## config.mk

```make
export PLATFORM = sky130hd
export DESIGN_NAME = deserializador_fifo
export DESIGN_NICKNAME = d
export VERILOG_FILES = /design/src/rtl/deser_pkg.sv /design/src/rtl/deser_fifo.sv /design/src/rtl/deserializador_fifo.sv
export SDC_FILE = /design/constraint.sdc
export NUM_CORES = 1
export LEC_CHECK = 0
export CORE_ASPECT_RATIO = 1.2
export CORE_MARGIN = 1.5
export CORE_UTILIZATION = 57
export DETAILED_ROUTE_END_ITERATION = 16
export PLACE_DENSITY = 0.78
export SYNTH_ARGS = -nofsm -noshare
export SYNTH_HDL_FRONTEND = slang
export SYNTH_SLANG_ARGS = --single-unit
```

## constraint.sdc

```tcl
create_clock -name clock_100KHz -period 4.4 [get_ports clock_100KHz]
set_input_delay 0.88 -clock clock_100KHz [delete_from_list [all_inputs] [get_ports clock_100KHz]]
set_output_delay 0.88 -clock clock_100KHz [all_outputs]
set_load 0.02 [all_outputs]
```

## src/rtl/deser_pkg.sv

```systemverilog
// Shared types and constants for the deserializer with output word FIFO.
//   asm_state_t : assembler state machine encoding
//   LSB_FIRST_C / MSB_FIRST_C : values for the MSB_FIRST bit-order parameter
package deser_pkg;

    typedef enum logic [1:0] {
        IDLE,
        SHIFTING,
        BLOCKED
    } asm_state_t;

    localparam bit LSB_FIRST_C = 1'b0;
    localparam bit MSB_FIRST_C = 1'b1;

endpackage

```

## src/rtl/deser_fifo.sv

```systemverilog
// Synchronous first-word-fall-through FIFO for assembled words.
// Ports:
//   clock_100KHz : clock, rising edge
//   reset        : asynchronous active-high reset (empties the FIFO)
//   push         : write push_data at the tail (ignored when full)
//   push_data    : word to write
//   pop          : advance the head (ignored when empty)
//   head         : word at the head, 0 when empty
//   count        : number of stored words, 0..DEPTH
//   full, empty  : occupancy flags decoded from count
module deser_fifo #(
    parameter int unsigned DATA_WIDTH = 8,
    parameter int unsigned DEPTH      = 4
) (
    input  logic                         clock_100KHz,
    input  logic                         reset,
    input  logic                         push,
    input  logic [DATA_WIDTH-1:0]        push_data,
    input  logic                         pop,
    output logic [DATA_WIDTH-1:0]        head,
    output logic [$clog2(DEPTH+1)-1:0]   count,
    output logic                         full,
    output logic                         empty
);

    localparam int unsigned PTR_W = $clog2(DEPTH);
    localparam int unsigned CNT_W = $clog2(DEPTH+1);

    logic [DATA_WIDTH-1:0] mem [DEPTH];
    logic [PTR_W-1:0]      wr_ptr_q, rd_ptr_q;
    logic [CNT_W-1:0]      count_q, count_d;
    logic                  do_push, do_pop;

    assign full    = (count_q == CNT_W'(DEPTH));
    assign empty   = (count_q == '0);
    assign do_push = push && !full;
    assign do_pop  = pop && !empty;
    assign count   = count_q;
    // Gate the head so a stale entry never shows while empty.
    assign head    = empty ? '0 : mem[rd_ptr_q];

    always_comb begin
        count_d = count_q;
        unique case ({do_push, do_pop})
            2'b10:   count_d = count_q + 1'b1;
            2'b01:   count_d = count_q - 1'b1;
            default: count_d = count_q;
        endcase
    end

    // Pointers wrap naturally because DEPTH is a power of two.
    always_ff @(posedge clock_100KHz or posedge reset) begin
        if (reset) begin
            wr_ptr_q <= '0;
            rd_ptr_q <= '0;
            count_q  <= '0;
        end else begin
            if (do_push) wr_ptr_q <= wr_ptr_q + 1'b1;
            if (do_pop)  rd_ptr_q <= rd_ptr_q + 1'b1;
            count_q <= count_d;
        end
    end

    // Storage needs no reset: head is masked while empty.
    always_ff @(posedge clock_100KHz) begin
        if (do_push) mem[wr_ptr_q] <= push_data;
    end

endmodule

```

## src/rtl/deserializador_fifo.sv

```systemverilog
// Serial-to-parallel converter that assembles DATA_WIDTH-bit words and queues
// them in a DEPTH-entry FWFT FIFO.
// Ports:
//   clock_100KHz : clock, rising edge
//   reset        : asynchronous active-high reset
//   data_in      : serial data bit
//   write_in     : data_in valid this cycle
//   status_out   : a bit offered this cycle will be accepted
//   data_out     : FIFO head word (0 when empty)
//   data_ready   : FIFO non-empty
//   ack_in       : pop the head word
//   count_out    : number of buffered words
//   drop_out     : one-cycle pulse after a bit was offered with status_out low
module deserializador_fifo
    import deser_pkg::*;
#(
    parameter int unsigned DATA_WIDTH = 8,
    parameter int unsigned DEPTH      = 4,
    parameter bit          MSB_FIRST  = LSB_FIRST_C
) (
    input  logic                         clock_100KHz,
    input  logic                         reset,
    input  logic                         data_in,
    input  logic                         write_in,
    output logic                         status_out,
    output logic [DATA_WIDTH-1:0]        data_out,
    output logic                         data_ready,
    input  logic                         ack_in,
    output logic [$clog2(DEPTH+1)-1:0]   count_out,
    output logic                         drop_out
);

    localparam int unsigned CNT_W = $clog2(DATA_WIDTH);
    localparam logic [CNT_W-1:0] LAST = CNT_W'(DATA_WIDTH-1);

    asm_state_t            state_q, state_d;
    logic [CNT_W-1:0]      bit_cnt_q, bit_cnt_d;
    logic [DATA_WIDTH-1:0] shift_q, shift_d;
    logic [DATA_WIDTH-1:0] word;
    logic [CNT_W-1:0]      pos;
    logic                  drop_q;
    logic                  accept, push, pop;
    logic                  fifo_full, fifo_empty;

    // Registered-only decode: no path from write_in or ack_in.
    assign status_out = !((bit_cnt_q == LAST) && fifo_full);
    assign accept     = write_in && status_out;
    assign pop        = ack_in && !fifo_empty;
    assign data_ready = !fifo_empty;
    assign drop_out   = drop_q;

    always_comb begin
        state_d   = state_q;
        bit_cnt_d = bit_cnt_q;
        shift_d   = shift_q;
        push      = 1'b0;
        pos       = (MSB_FIRST == MSB_FIRST_C) ? (LAST - bit_cnt_q) : bit_cnt_q;
        word      = shift_q;
        word[pos] = data_in;

        unique case (state_q)
            IDLE, SHIFTING: begin
                if (accept) begin
                    if (bit_cnt_q == LAST) begin
                        // Completed word leaves on this edge, including the new bit.
                        push      = 1'b1;
                        bit_cnt_d = '0;
                        shift_d   = '0;
                        state_d   = IDLE;
                    end else begin
                        bit_cnt_d = bit_cnt_q + 1'b1;
                        shift_d   = word;
                        // The FIFO only fills from our own pushes, so full can
                        // only coincide with the last slot right here.
                        if ((bit_cnt_d == LAST) && fifo_full && !pop) begin
                            state_d = BLOCKED;
                        end else begin
                            state_d = SHIFTING;
                        end
                    end
                end
            end
            BLOCKED: begin
                if (pop) state_d = SHIFTING;
            end
            default: state_d = IDLE;
        endcase
    end

    always_ff @(posedge clock_100KHz or posedge reset) begin
        if (reset) begin
            state_q   <= IDLE;
            bit_cnt_q <= '0;
            shift_q   <= '0;
            drop_q    <= 1'b0;
        end else begin
            state_q   <= state_d;
            bit_cnt_q <= bit_cnt_d;
            shift_q   <= shift_d;
            drop_q    <= write_in && !status_out;
        end
    end

    deser_fifo #(
        .DATA_WIDTH (DATA_WIDTH),
        .DEPTH      (DEPTH)
    ) u_fifo (
        .clock_100KHz (clock_100KHz),
        .reset        (reset),
        .push         (push),
        .push_data    (word),
        .pop          (pop),
        .head         (data_out),
        .count        (count_out),
        .full         (fifo_full),
        .empty        (fifo_empty)
    );

endmodule
```

==> key figures <==
Routing
  • DRC Markers: 0
  • Routed vias: 1340
  • Post-DR wirelength/cell: 19.23 µm
  • DRT iter0 DRCs: 56
  • Post-route ant nets: 0
  • Vias per cell: 5.956
  • Routed wire length: 4326 µm
  • DR pass1 iterations: 4

Global routing
  • Remaining global-route overflow: 0
  • GRT Max-Usage Layer: met2
  • Met2 Track Usage GR: 37.56%
  • Vias in the first global route: 1482
  • Total track usage: 21.19%
  • Met1 track demand over resource: 25.65%
  • Antenna violations before repair: 0
  • First-pass GRT wire length: 7251 µm
  • Largest net degree at the start of global routing: 22
  • Met3 usage: 2.723%

Place
  • PortBufs: 18
  • Dpl ws: 1.477 ns
  • Gpl congestion: 0.7070
  • Detailed placer's ending HPWL: 2962 µm

Run
  • Max-cap violations: 0

Power
  • Leakage dissipation: 1.035 nW
  • Worst vdd ir: 0.3939 mV
  • Power density over cell area: 654.5 nW/µm²

STA
  • Final Cycle Share: 72.80%
  • Tightest Pin Transition: 0.8081 ns
  • Pins Over Slew Limit: 0
  • Fin worst setup slack: 1.197 ns
  • Fmax: 0.3122 GHz
  • Slew margin rel.: 46.07%
  • Setup TNS: 0 ns
  • Setup Skew: 0.003820 ns
  • Tmin final: 3.203 ns
  • Final number of setup-violating endpoints: 0
  • Hold Violations, Final: 0
  • Unrepaired setup endpoints after global routing: no

Worst setup path
  • Setup Crit Path Kind: reg2out
  • Arrival time at the worst endpoint: 2.32 ns
  • Critical Path RT: 3.52 ns
  • Worst r2r src: bit_cnt_q[0]$_DFFE_PP0P_
  • CP Launch Type: flip-flop
  • Crit end category: output pin
  • Worst Reg2Reg Path Length in Cells: 10
  • Worst-path cell chain: mux4_2 -> nor2b_1 -> clkdlybuf4s50_1
  • Crit path largest cell delay: 0.73 ns
  • Crit path from: u_fifo.rd_ptr_q[0]$_DFFE_PP0P_
  • Reg2Reg Setup Slack: 1.98 ns
  • Slowest stage cell, crit path: dfrtp_1
  • CP Max Fanout: 10
  • Reg2reg end: u_fifo.count[2]$_DFFE_PP0P_

CTS
  • Post-CTS Hold Fix Bufs: 0
  • Root Driver: clkbuf_8
  • Clock slew at reported path FFs: 0.09 ns
  • Clk_lat worst skew: 0.31 ns
  • H-tree Lvls: 2
  • Max clock buf depth: 2
  • CTS sink count: 53
  • CTS resizes: 0
  • CTS Buf Count: 5
  • Setup bufs post-CTS: 0
  • CTS tree: built

Finish
  • Final net count: 184
  • Fraction of layout cells with a size suffix above 1: 17.54%
  • Fill cell count: 310
  • Antenna cell count: 0
  • Area grow syn2layout: 12.27%

Logic synthesis
  • Synth top cells by count: 32 x edfxtp_1, 21 x dfrtp_1, 10 x mux2_2
  • Seq/Total Area, Yosys: 62.04%
  • Ys async rst share: 39.62%
  • Syn avg cell area: 15.76 µm²
  • Synthesized Nets: 166
  • Yosys warning total: 0
  • EDFF count, synth: 32
  • Synthesized netlist cell count: 152
  • Synth unique cells: 37
  • Top_reg_cell synth: edfxtp_1
  • Synth top area cells: edfxtp_1 40%, dfrtp_1 22%, mux4_2 7.5%
  • Share of the synthesized area in the top cell type: 40.10%
  • Flop and latch count out of synthesis: 53
  • Netlist Area Pre-Place: 2396 µm²
  • Yosys top cell by area: edfxtp_1
  • Top-count cell post-synth: edfxtp_1

Floorplanning
  • Die width: 62.19 µm
  • Die Y: 74.03 µm
  • Core Box Area: 3973 µm²
  • Starting density of the core: 60.31%
  • Io pins: 19
  • Full die area: 4603 µm²
  • FP Rows: 25

Worst hold path
  • Min-Delay Startpoint: shift_q[5]$_DFFE_PP0P_
  • Hold-critical path depth: 1
  • Hold Path End: shift_q[5]$_DFFE_PP0P_
  • Hold Crit Class: reg2reg

Run status
  • Outcome: completed
-- layer usage --
| metal | part of all wire [%] | up-vias |
|---|---|---|
| met5 | 0 | - |
| met4 | 2.5 | 0 |
| met3 | 3.7 | 9 |
| met2 | 53 | 51 |
| met1 | 41 | 686 |
| li1 | - | 594 |
-- registers in the layout, indices dropped and copies added (netlist names) --
signal	count
bit_cnt_q	3
u_fifo.rd_ptr_q	2
drop_out	1
shift_q	8
u_fifo.mem	32
u_fifo.count	3
state_q	2
u_fifo.wr_ptr_q	2
-- final cells by class --
cell class                 instances  area (µm²)  share of cell area (%)
multi-input combinational         82       832.0                   30.93
tap                               54       67.56                   2.512
clock inverter                     3       17.52                  0.6512
clock buffer                       5       68.82                   2.558
inverter                          10       37.54                   1.395
timing repair buffer              18       180.2                   6.698
sequential                        53        1486                   55.26
-- worst max-delay path: cells and delay by family, from the launching register on --
kind	cells	cell delay, ns
buffers and inverters	1	0.56
multiplexers	1	0.57
AND/OR/NAND/NOR	1	0.14
flip-flops	1	0.73
-- report_power, final --
part	switching (mW)	leakage (nW)	internal, mW
clock network	0.160	0.0439	0.110
logic	0.320	0.436	0.363
registers	0.139	0.554	0.668
-- per-stage QoR --
stage	total power, mW	hold WS (ns)	cells	cell area (µm²)	utilization [%]
4_1_cts	1.771	0.5171	225	2690	67.72
3_3_place_gp	1.460	0.4820	217	2604	65.54
2_1_floorplan	1.263	0.4672	152	2396	-
3_5_place_dp	1.503	0.4887	217	2604	65.54
5_1_grt	1.862	0.5435	225	2690	67.72
6_report	1.761	0.5170	225	2690	67.72
-- placed cells by master, fill, tap and decap left out, types with 5 or more instances in the layout --
master | netlist | routed
edfxtp_1 | 32 | 32
dfrtp_1 | 21 | 21
clkdlybuf4s50_1 | 0 | 18
mux2_2 | 10 | 10
nor2b_1 | 9 | 9
inv_1 | 9 | 9
a22o_1 | 8 | 8
mux4_2 | 8 | 8
ha_1 | 8 | 8
clkbuf_8 | 0 | 5
-- worst max path at each step --
stage	slack, ns	cells after the start	to
finish	1.20	3	data_out[1]
global placement	1.52	10	u_fifo.count[2]$_DFFE_PP0P_
global route	1.08	3	data_out[5]
detailed placement	1.48	10	u_fifo.count[2]$_DFFE_PP0P_
CTS	1.16	3	data_out[1]
floorplan	2.04	10	u_fifo.count[2]$_DFFE_PP0P_
-- logic make-up after synthesis --
logic type,after synthesis,synth area share (%)
compound gates,13,4.491
fa+ha+maj,9,5.013
buf+inv,17,3.237
flops,53,62.04
simple gates,34,9.764
mux,20,13.26
xor+xnor,6,2.194
Note: power is estimated with default switching activity, not from simulation.
